<file path="src/rtl/sensor_top.sv">
// sensor_top: erase/expose/ramp-ADC convert/read pixel array; in output_clk, reset (sync low), scene_in; out data_out, data_valid, new_row, frame_done
module sensor_top #(
  parameter int PIXEL_ARRAY_WIDTH  = 4,
  parameter int PIXEL_ARRAY_HEIGHT = 4,
  parameter int PIXEL_BITS         = 8,
  parameter int OUTPUT_BUS_WIDTH   = 4,
  parameter int EXPOSE_CYCLES      = 8
) (
  input  logic                                                     output_clk,
  input  logic                                                     reset,
  input  logic [PIXEL_ARRAY_HEIGHT*PIXEL_ARRAY_WIDTH*PIXEL_BITS-1:0] scene_in,
  output logic [OUTPUT_BUS_WIDTH*PIXEL_BITS-1:0]                   data_out,
  output logic                                                     data_valid,
  output logic                                                     new_row,
  output logic                                                     frame_done
);
  localparam int N = PIXEL_ARRAY_HEIGHT * PIXEL_ARRAY_WIDTH;
  localparam int BEATS = N / OUTPUT_BUS_WIDTH;
  localparam int BPR = PIXEL_ARRAY_WIDTH / OUTPUT_BUS_WIDTH;
  localparam int CMAX = EXPOSE_CYCLES > BEATS ? EXPOSE_CYCLES : BEATS;
  localparam int CW = $clog2(CMAX + 1);
  localparam int IW = $clog2(N);
  typedef enum logic [1:0] {ERASE, EXPOSE, CONVERT, READ} state_t;
  state_t state, state_nx;
  logic [CW-1:0] cnt;
  logic [PIXEL_BITS-1:0] ramp;
  logic [PIXEL_BITS-1:0] snap [N];
  logic [PIXEL_BITS-1:0] pix [N];
  logic [OUTPUT_BUS_WIDTH*PIXEL_BITS-1:0] beat;
  logic exp_last, conv_last, read_last;
  assign exp_last = state == EXPOSE && cnt == CW'(EXPOSE_CYCLES - 1);
  assign conv_last = state == CONVERT && &ramp;
  assign read_last = state == READ && cnt == CW'(BEATS - 1);
  always_ff @(posedge output_clk)
    if (!reset) state <= ERASE;
    else state <= state_nx;
  always_comb begin
    state_nx = state == ERASE ? EXPOSE :
               state == EXPOSE ? (exp_last ? CONVERT : EXPOSE) :
               state == CONVERT ? (conv_last ? READ : CONVERT) :
               (read_last ? ERASE : READ);
  end
  always_ff @(posedge output_clk)
    if (!reset || state == ERASE) begin
      cnt <= '0;
      ramp <= '0;
    end else begin
      cnt <= (exp_last || read_last) ? '0 : (state == EXPOSE || state == READ) ? cnt + 1'b1 : cnt;
      ramp <= state == CONVERT ? ramp + 1'b1 : '0;
    end
  // The ramp passes each snapshot value exactly once, so the store is written once and then held.
  always_ff @(posedge output_clk)
    for (int i = 0; i < N; i++)
      if (!reset) begin
        snap[i] <= '0;
        pix[i] <= '0;
      end else if (state == ERASE) pix[i] <= '0;
      else if (exp_last) snap[i] <= scene_in[i*PIXEL_BITS +: PIXEL_BITS];
      else if (state == CONVERT && ramp == snap[i]) pix[i] <= ramp;
  always_comb begin
    beat = '0;
    for (int i = 0; i < OUTPUT_BUS_WIDTH; i++)
      beat[i*PIXEL_BITS +: PIXEL_BITS] = pix[IW'(int'(cnt) * OUTPUT_BUS_WIDTH + i)];
  end
  always_ff @(posedge output_clk)
    if (!reset) begin
      data_out <= '0;
      data_valid <= 1'b0;
      new_row <= 1'b0;
      frame_done <= 1'b0;
    end else begin
      data_out <= state == READ ? beat : '0;
      data_valid <= state == READ;
      new_row <= state == READ && (cnt % CW'(BPR)) == '0;
      frame_done <= read_last;
    end
endmodule

</file>
<file path="config.mk">
export PLATFORM = sky130hd
export DESIGN_NAME = sensor_top
export DESIGN_NICKNAME = d
export VERILOG_FILES = /design/src/rtl/sensor_top.sv
export SDC_FILE = /design/constraint.sdc
export NUM_CORES = 1
export LEC_CHECK = 0
export BUFFER_PORTS_ARGS = -buffer_cell sky130_fd_sc_hd__buf_4
export CELL_PAD_IN_SITES_DETAIL_PLACEMENT = 1
export CELL_PAD_IN_SITES_GLOBAL_PLACEMENT = 1
export CORE_UTILIZATION = 51
export DETAILED_ROUTE_END_ITERATION = 8
export PLACE_DENSITY = 0.93
export REMOVE_ABC_BUFFERS = 1
export SYNTH_ARGS = -nofsm -noshare
export SYNTH_HDL_FRONTEND = slang
export SYNTH_SLANG_ARGS = --single-unit
</file>
<file path="constraint.sdc">
create_clock -name output_clk -period 24.7 [get_ports output_clk]
set_input_delay 1.235 -clock output_clk [delete_from_list [all_inputs] [get_ports output_clk]]
set_output_delay 1.235 -clock output_clk [all_outputs]
set_load 0.01 [all_outputs]
</file>
Yosys cells after proc, flatten, opt, wreduce, memory -nomap -nowiden
Memory sizes are Yosys's and may differ from the RTL's. A register that Yosys moved wholly into a read port is not among the register bits.
Index checks and enable logic that the tools add are counted.
- memories kept: 2
- flip-flop bits (word level): 16
- bits in latches: 0
- bits in writable memories: 256
- input bits: 130
- logic and storage cells: 259
- memory bits (read-only): 0
- output and inout port bits: 35
- memory list (name ; depth ; bits a word ; rd ports ; clocked after Yosys merged registers in ; wr ports ; line ; source):
    pix ; 16 ; 8 ; 4 ; 4 ; 16 ; 28 ; logic [PIXEL_BITS-1:0] pix [N];
    snap ; 16 ; 8 ; 16 ; 0 ; 16 ; 27 ; logic [PIXEL_BITS-1:0] snap [N];
- equal/unequal tests: 21
- magnitude comparators: 0
- div/mod/pow operators: 0
- $add $sub $neg: 5
- shifts and indexed selects: 0
- muxes and demuxes: 142
- reductions and logical operators: 33
- bitwise logic cells: 50
- multiply operators: 0
- operators with widths (cell ; number):
    $mux 8 ; 48
    $eq 8x8->1 ; 16
    $mux 1 ; 90
    $or 1x1->1 ; 48
    $logic_and 1x1->1 ; 19
    $add 4x1->4 const B ; 2
    $add 4x2->4 const B ; 2
    $add 8x1->8 const B ; 1
    $mux 2 ; 4
    $reduce_and 8->1 ; 1
    $reduce_or 2->1 ; 3
    $logic_not 1->1 ; 5
    $eq 2x2->1 const B ; 2
    $eq 4x2->1 const B ; 1
    $eq 4x3->1 const B ; 1
    $logic_or 1x1->1 ; 3
    $eq 2x1->1 const B ; 1
    $logic_not 2->1 ; 1
    $not 1->1 ; 2
    $reduce_and 2->1 ; 1

Logic depth before layout (Yosys ltp)
Gate-level depths: netlist of run 1.
An unclocked memory read counts as a cell.
- depth after elaboration: 9
- depth in mapped cells: 6
- gate-level depth less buffers: 5

Worst setup path after synthesis of run 1
Ideal clock, no wire load.
- path type: reg2out
- start point: reg, netlist name cnt[0]
- end point: mem snap[0][0]
- setup time: 792 ps
- path slack: 14293 ps
- cell stages (with the launch flop): 4
- path buffers: 0
- arrival: 9615 ps
- cell sequence: dfxtp_1 > ha_1 > nand3b_1 > o21ai_0
- RTL lines (what ; line):
    end, declared ; 27

==> results.tsv, run 1 <==
metric	value	unit
status	complete, no violations	
rsz0062_at_grt	no	
setup_violations	0	
ys.warnings.count	0	
synthFlopType	edfxtp_1	
end_kind	register	
fin_tns_setup	0	ns
grt_pass1_vias	9305	
clk_latency	0.52	ns
post-route-period-util	14.0	%
critPathLaunchType	register	
syn-cell-area	13200	sq um
dieArea	26600	sq um
r2r_end	snap[0][8]	
dr.pass1.iters	8	
synth_top_area_cell	edfxtp_1	
fp.coreArea	25300	sq um
hold_path_depth	2	
clk_path_buf_depth	3	
post_cts_resize_count	0	
portBuffers	164	
num_vias	8704	
worst_hold_path_type	reg2reg	
cp_cell_sequence	buf_4 -> ha_1 -> nand3b_1 -> o21ai_4 -> buf_4 -> buf_4	
yosys-top-cells-area	edfxtp_1 (58%), xor2_1 (7.7%), dfxtp_1 (7.3%), and2_1 (6.8%), mux4_2 (5.4%)	
cp.required	24.85	ns
overflow	0	
die_x	163	um
synthArstFlopShare	0	%
fin_crit	3.47	ns
synthTopCellsByCount	edfxtp_1 (256), nor2_1 (179), and2_1 (145)	
reg2reg_slack	21.23	ns
crit_top_cell	buf_4	
fin_util	62.8	%
worstPathMaxFanout	79	
yosysMostFrequentCell	edfxtp_1	
antenna_found_initial	0	
dp_hpwl	23800	um
max_stage_delay	0.81	ns
wl	37900	um
vias_per_cell	5.78	
ys_seq_area_share	65.3	%
row_count	58	
nets	1283	
max-cap-violations	0	
multi_input_area	4310	sq um
postCtsHoldBufs	0	
max-slew-margin-rel	26.6	%
min_to	cnt[3]	
routedWlPerCell	25.1	um
synthCells	984	
io_pins	165	
r2r_cells	6	
worstSetupPathType	reg2reg	
grt_pass1_wl	56700	um
worst_pin_slew	1.10	ns
critPathSlowestCell	buf_4	
cts_inserted_buffers	34	
cts_max_level	2	
hp-start	cnt[3]	
num_antenna_cells	0	
yosysTopAreaCellShare	58.0	%
synth_cell_types	36	
grt_usage	29.3	%
drtIter0Drc	661	
start_util	52.3	%
regArea	8650	sq um
area_growth	20.0	%
clock_sinks	304	
drcViolationCount	0	
worstPathArrival	3.61	ns
clkTransAtPathRegs	0.06	ns
drive_gt1_share	23.4	%
skew	0.0177	ns
cts_tree	built	
grt_max_degree	129	
worstReg2RegStart	cnt[1]	
powerDensity	70.7	nW/um^2
dieHeight	163	um
ant_nets	0	
hold_violations	0	
final_max_slew_viol_count	0	
max_freq	289	MHz
synth-edff-count	256	
leakagePower	6.41	nW
synth_area_per_cell	13.5	sq um
whs	0.616	ns
gp_congestion	0.797	
cts_setup_buffers	0	
ir_drop	0.0000399	V
clk_root_buffer_cell	clkbuf_16	
nFillCells	2433	
synth_seq_cells	304	
## worst max-delay path: cells and delay by family, from the launching register on
family | cells | cell delay [ns]
AO/OA/AOI/OAI | 1 | 0.22
AND/OR/NAND/NOR | 1 | 0.26
buffers and inverters | 3 | 1.91
flip-flops | 1 | 0.32
adder cells (fa/ha/maj) | 1 | 0.30
## cells in the final DEF (no fill, tap or decap), types with 2 or more instances in the layout
master	count
xor2_1	116
clkbuf_16	37
buf_4	193
nand2b_1	3
nor3_2	2
nor2_1	179
and3_1	2
nand4_1	17
clkinv_2	3
nand3_1	20
xnor2_1	22
clkbuf_1	16
mux4_2	32
o41ai_1	13
edfxtp_1	256
clkinv_1	3
inv_1	2
o21ai_0	2
nor2b_1	33
and2_1	145
dfxtp_1	47
mux2i_1	2
ha_1	2
nand2_1	15
## routing by layer
metal / GRT usage (%) / share of wire [%] / vias to the layer above
li1: - / - / 3739
met1: 36.5 / 38 / 4361
met2: 49.8 / 51 / 478
met3: 4.44 / 6.9 / 126
met4: 14.4 / 4.3 / 0
met5: 0 / 0 / -
## sequential cells by signal, summed over array words and instances, names as in the netlist
register,cells
new_row,1
data_out,32
state,2
cnt,4
snap,128
frame_done,1
ramp,8
pix,128
## report_power, final
| group | total (W) | internal (W) | switching [W] | leakage [nW] |
|---|---|---|---|---|
| Sequential | 0.000579 | 0.000571 | 0.00000842 | 3.13 |
| Combinational | 0.0000529 | 0.0000263 | 0.0000266 | 2.76 |
| Clock | 0.000492 | 0.000289 | 0.000203 | 0.517 |
| Total | 0.00112 | 0.000886 | 0.000238 | 6.41 |
## cell type report
cell class | count | area share, %
multi-input cells | 616 | 27.1
inverters | 2 | 0.0472
repair buffers | 193 | 9.11
clock buffers | 54 | 6.29
clock inverters | 8 | 0.409
flip-flops and latches | 304 | 54.4
well taps | 330 | 2.60
## worst max path at each step
stage,from,to,slack [ns],depth (start not counted)
5_1_grt,cnt[1],snap[1][23],21.03,6
3_5_place_dp,reset,pix[2][5],21.20,3
3_3_place_gp,reset,pix[2][4],21.44,3
6_report,cnt[1],snap[0][8],21.23,6
4_1_cts,cnt[1],snap[1][23],21.24,6
2_1_floorplan,cnt[0],snap[0][0],12.86,3
## through the flow
stage                     setup WS [ns]  cells  area, sq um  power [W]
after floorplan                   12.86    922        13000   0.000613
after global placement            21.44   1445        14800   0.000635
after detailed placement          21.20   1445        14800   0.000641
after CTS                         21.24   1507        15900    0.00113
after global routing              21.03   1507        15900    0.00115
final                             21.23   1507        15900    0.00112
## kinds of logic (layout without fill, tap and decap cells)
group           count (synthesis)  count (layout)  synth area share, %
fa+ha+maj                       2               2                0.189
buf+inv                        64             257                 2.27
xor+xnor                      138             138                 9.12
compound gates                 20              20                 1.25
simple gates                  422             422                 16.3
flops                         304             304                 65.3
mux                            34              34                 5.59
Power figures use the tool's default switching activity.
==> inputs of run 2 (changes only) <==
CORE_UTILIZATION = 48   (was 51)
PLACE_DENSITY = 0.88   (was 0.93)
clock period = 3.5 ns   (was 24.7 ns; I/O delays follow)
==> run 2 against run 1 <==
  * The flow now finishes with violations (negative hold slack)
  * Routed wire length grew 16%
  * Setup slack got worse by 21 ns
  * Global-route usage is 2.4 points higher
  * Critical endpoint is now pix[12][0]
  * Highest routed layer is now met5
==> results.tsv, run 2 (same netlist as run 1, synthesis figures left out) <==
metric	value	unit
p_int	0.00658	W
worst_pin_slew	1.11	ns
antenna_found_initial	5	
switching_power	0.00181	W
clk_path_buf_depth	3	
dr.pass1.iters	5	
overflow	0	
pwr-share-seq	48.9	%
placed_cells	1467	
power.share.clock	45.1	%
area_growth	30.9	%
worstReg2RegStart	state[1]	
grt_pass1_wl	65100	um
dp_hpwl	24200	um
cp.required	3.71	ns
worstPathArrival	3.08	ns
ir_drop	0.000273	V
r2r_end	pix[12][0]	
fin_crit	2.87	ns
layoutNonFillerInstCount	1655	
worstPathMaxFanout	21	
p_comb_share	6.1	%
drtIter0Drc	790	
regArea	8650	sq um
end_kind	register	
clkTransAtPathRegs	0.06	ns
grt_usage	31.7	%
ant_nets	0	
num_vias	9321	
wl	44000	um
max_freq	349	MHz
cts_tree	built	
whs	-0.00204	ns
clk_latency	0.53	ns
worstSetupPathType	reg2reg	
routedWlPerCell	26.6	um
setup_violations	0	
cts_inserted_buffers	34	
cp-endpoint	pix[12][0]	
drive_gt1_share	22.5	%
gp_congestion	0.843	
portBuffers	164	
drcViolationCount	0	
io_pins	165	
max_stage_delay	0.80	ns
grt_pass1_vias	10162	
clk_root_buffer_cell	clkbuf_16	
nets	1418	
multi_input_area	4310	sq um
rsz0062_at_grt	no	
skew	0.0224	ns
total_power	0.00839	W
cts_max_level	2	
final_common_cell	edfxtp_1	
r2r_cells	4	
dieHeight	168	um
final_cell_area	17300	sq um
final_cell_mix	edfxtp_1 (256), buf_4 (203), nor2_1 (179), and2_1 (145), dlygate4sd3_1 (124)	
hold_violations	1	
start_util	49.0	%
final_max_slew_viol_count	0	
die_x	168	um
place_area	14900	sq um
post_cts_resize_count	0	
violations	negative hold slack	
max-slew-margin-rel	25.8	%
reg2reg_slack	0.63	ns
post-route-period-util	81.9	%
dieArea	28300	sq um
netSwitchingFraction	21.6	%
critPathLaunchType	register	
critPathLaunch	state[1]	
critPathSlowestCell	o41ai_1	
powerDensity	484	nW/um^2
max-cap-violations	0	
status	complete, but fails checks	
clock_sinks	304	
row_count	60	
fp.coreArea	27000	sq um
grt_max_degree	129	
nFillCells	2579	
leakagePower	7.04	nW
reg.largest.list	pix (128), snap (128), data_out (32)	
cp_cell_sequence	nor2b_1 -> nand2_1 -> o41ai_1 -> buf_4	
worst_hold_path_type	in2reg	
vias_per_cell	5.63	
## run 2: cell types whose count changed in the layout (fill, tap and decap cells not counted), sizes merged
cell and change:
clkbuf -10, dlygate4sd3 +124, clkinv +3, diode +4
buf +11, inv +1, bufinv +4
## run 2: cell type report
| cell class | instances | area share (%) |
|---|---|---|
| diodes | 4 | 0.0577 |
| clock buffers | 44 | 5.41 |
| clock inverters | 16 | 1.20 |
| inverters | 2 | 0.0433 |
| multi-input cells | 616 | 24.9 |
| flip-flops and latches | 304 | 49.9 |
| well taps | 341 | 2.46 |
| repair buffers | 328 | 16.1 |
## run 2: metal layers
| layer | vias to the layer above | wire length, um | track usage (%) |
|---|---|---|---|
| li1 | 4007 | - | - |
| met1 | 4654 | 16400 | 38.1 |
| met2 | 558 | 22500 | 55.7 |
| met3 | 100 | 3580 | 7.19 |
| met4 | 2 | 1510 | 11.8 |
| met5 | - | 13 | 0 |
## run 2: power by group through the flow
stage | clock, W | sequential, W | combinational [W]
2_1_floorplan | 0 | 0.00417 | 0.000159
3_3_place_gp | 0 | 0.00415 | 0.000342
3_5_place_dp | 0 | 0.00416 | 0.000360
4_1_cts | 0.00370 | 0.00409 | 0.000475
5_1_grt | 0.00391 | 0.00410 | 0.000532
6_report | 0.00378 | 0.00410 | 0.000507
## run 2: critical path, delay by kind of cell (launching register included)
family	cells	cell delay [ns]
AO/OA/AOI/OAI	1	0.80
buffers and inverters	1	0.31
flip-flops	1	0.48
AND/OR/NAND/NOR	2	0.98
## run 2: repair_timing
item | in CTS | in global routing
buffers inserted | 0 | 0
hold endpoints to repair | 124 | 0
hold buffers | 124 | 0
## run 2: worst min-delay path by stage
stage / start / to / slack [ns] / depth (start not counted)
6_report: scene_in[19] / snap[0][19] / -0.002 / 2
5_1_grt: scene_in[80] / snap[1][16] / 0.003 / 2
4_1_cts: scene_in[80] / snap[1][16] / 0.0005 / 2
3_5_place_dp: scene_in[37] / snap[0][37] / 0.46 / 2
3_3_place_gp: scene_in[42] / snap[0][42] / 0.45 / 2
2_1_floorplan: reset / state[0] / 0.31 / 2
## run 2: stage by stage
stage               TNS (ns)  utilization (%)  setup WS, ns
floorplan           -1474.90                -         -8.34
global placement           0             55.3          1.06
detailed placement         0             55.3         0.937
CTS                        0             64.1         0.831
global route               0             64.2         0.549
finish                     0             64.2         0.633
==> inputs of run 3 (changes only) <==
CORE_UTILIZATION = 43   (was 48)
PLACE_DENSITY = 0.84   (was 0.88)
clock period = 2.3 ns   (was 3.5 ns; I/O delays follow)
==> run 3 against run 2 <==
  * The run now ends clean
  * Largest power group unchanged
  * Die area increased by 11%
  * Combinational power increased by 52%
  * Core utilization decreased by 5.0 points
  * Final cell count increased by 4.1%
  * Critical endpoint is now pix[5][4]
  * Via count decreased by 2.4%
  * Register-to-register slack got worse by 0.54 ns
==> results.tsv, run 3 (same netlist as run 1, synthesis figures left out) <==
metric	value	unit
status	complete, no violations	
placed_cells	1531	
clkTransAtPathRegs	0.07	ns
dieHeight	178	um
vias_per_cell	5.28	
worst_pin_slew	0.678	ns
antenna_found_initial	2	
clock_sinks	304	
worstPathArrival	2.43	ns
cts_tree	built	
crit_family	buffers and inverters	
hold_violations	0	
end_kind	register	
max_stage_delay	0.48	ns
row_count	63	
critPathBufInv	2	
setup_violations	0	
post-route-period-util	96.2	%
hp-start	scene_in[10]	
grt_usage	26.1	%
grt_max_degree	129	
area_growth	33.7	%
cts_inserted_buffers	34	
nFillCells	2957	
drtIter0Drc	508	
num_vias	9101	
die_x	178	um
powerDensity	727	nW/um^2
worstPathMaxFanout	13	
max-slew-margin-rel	54.8	%
routedWlPerCell	23.6	um
grt_pass1_vias	10099	
cp.required	2.51	ns
max_freq	452	MHz
worst_hold_path_type	in2reg	
ant_nets	0	
final_common_cell	edfxtp_1	
nets	1438	
worstSetupPathType	reg2reg	
clk_path_buf_depth	3	
critPathLaunch	ramp[3]	
portBuffers	164	
final_max_slew_viol_count	0	
fp.coreArea	30000	sq um
cp_cell_sequence	buf_4 -> xor2_1 -> nor2_1 -> nand3_1 -> o41ai_1 -> buf_4	
cts_max_level	2	
leakagePower	7.18	nW
worstReg2RegStart	ramp[3]	
fin_crit	2.21	ns
dp_hpwl	24100	um
critPathSlowestCell	o41ai_1	
grt_pass1_wl	60500	um
crit_top_cell	buf_4	
critPathLaunchType	register	
gp_congestion	0.784	
reg.largest.list	pix (128), snap (128), data_out (32)	
io_pins	165	
clk_latency	0.53	ns
final_cell_mix	edfxtp_1 (256), buf_4 (211), nor2_1 (179), and2_1 (145), dlygate4sd3_1 (129)	
start_util	44.2	%
dieArea	31500	sq um
overflow	0	
ir_drop	0.000412	V
drive_gt1_share	23.1	%
skew	0.0208	ns
fin_tns_setup	0	ns
drcViolationCount	0	
dr.pass1.iters	4	
layoutNonFillerInstCount	1723	
wl	40600	um
max-cap-violations	0	
clk_root_buffer_cell	clkbuf_16	
rsz0062_at_grt	no	
==> run 3: cell types whose count changed in the layout (fill, tap and decap cells not counted), sizes merged <==
cell	delta
buf	+15
dlygate4sd3	+5
diode	-3
clkinv	-1
bufinv	+1
clkbuf	+2
==> run 3: worst paths after layout <==
kind            endpoint  slack [ns]  cells past startpoint
max reg2reg    pix[5][4]        0.09                      6
max            pix[5][4]        0.09                      6
min reg2reg       cnt[3]        0.54                      2
min          snap[0][10]        0.42                      3
==> run 3: routing by layer <==
metal | wire length (um) | vias to the layer above | GRT usage [%]
met5 | 9 | - | 0
met2 | 21000 | 348 | 46.5
met1 | 15800 | 4573 | 30.9
met3 | 2010 | 124 | 4.07
li1 | - | 4054 | -
met4 | 1800 | 2 | 12.3
==> run 3: per-stage QoR <==
| stage | instance area [sq um] | utilization (%) | setup WS [ns] | total power, W | hold slack, ns |
|---|---|---|---|---|---|
| after floorplan | 13000 | - | -9.54 | 0.00658 | 0.253 |
| after global placement | 15200 | 50.8 | 0.286 | 0.00685 | 0.399 |
| after detailed placement | 15200 | 50.8 | 0.153 | 0.00689 | 0.398 |
| after CTS | 17700 | 59.1 | 0.0999 | 0.0129 | 0.399 |
| after global routing | 17700 | 59.1 | 0.00649 | 0.0132 | 0.426 |
| final | 17700 | 59.1 | 0.0884 | 0.0129 | 0.425 |
==> run 3: final cells by class <==
cell class | count | area, sq um | share of cell area [%]
Antenna cell | 1 | 2.50 | 0.0141
Clock buffer | 46 | 970 | 5.48
Clock inverter | 16 | 234 | 1.32
Inverter | 2 | 7.51 | 0.0424
Multi-Input combinational cell | 616 | 4320 | 24.4
Sequential cell | 304 | 8650 | 48.8
Tap cell | 390 | 488 | 2.76
Timing Repair Buffer | 348 | 3040 | 17.1
==> run 3: timing repair <==
item / CTS / global route
hold buffers: 129 / 0
buffers inserted: 0 / 0
resized for setup: 0 / 1
endpoints found under the hold margin: 130 / 0
setup endpoints to repair: 0 / 8
==> run 3: where the power goes <==
| group | internal [W] | total [W] | switching (W) |
|---|---|---|---|
| clock network | 0.00365 | 0.00588 | 0.00224 |
| registers | 0.00613 | 0.00622 | 0.0000931 |
| logic | 0.000442 | 0.000772 | 0.000329 |
==> run 3: worst register-to-register path, delay by kind of cell (launching register included) <==
family	cells	cell delay (ns)
flops	1	0.47
xor+xnor	1	0.12
buf+inv	2	0.60
compound gates	1	0.48
simple gates	2	0.24
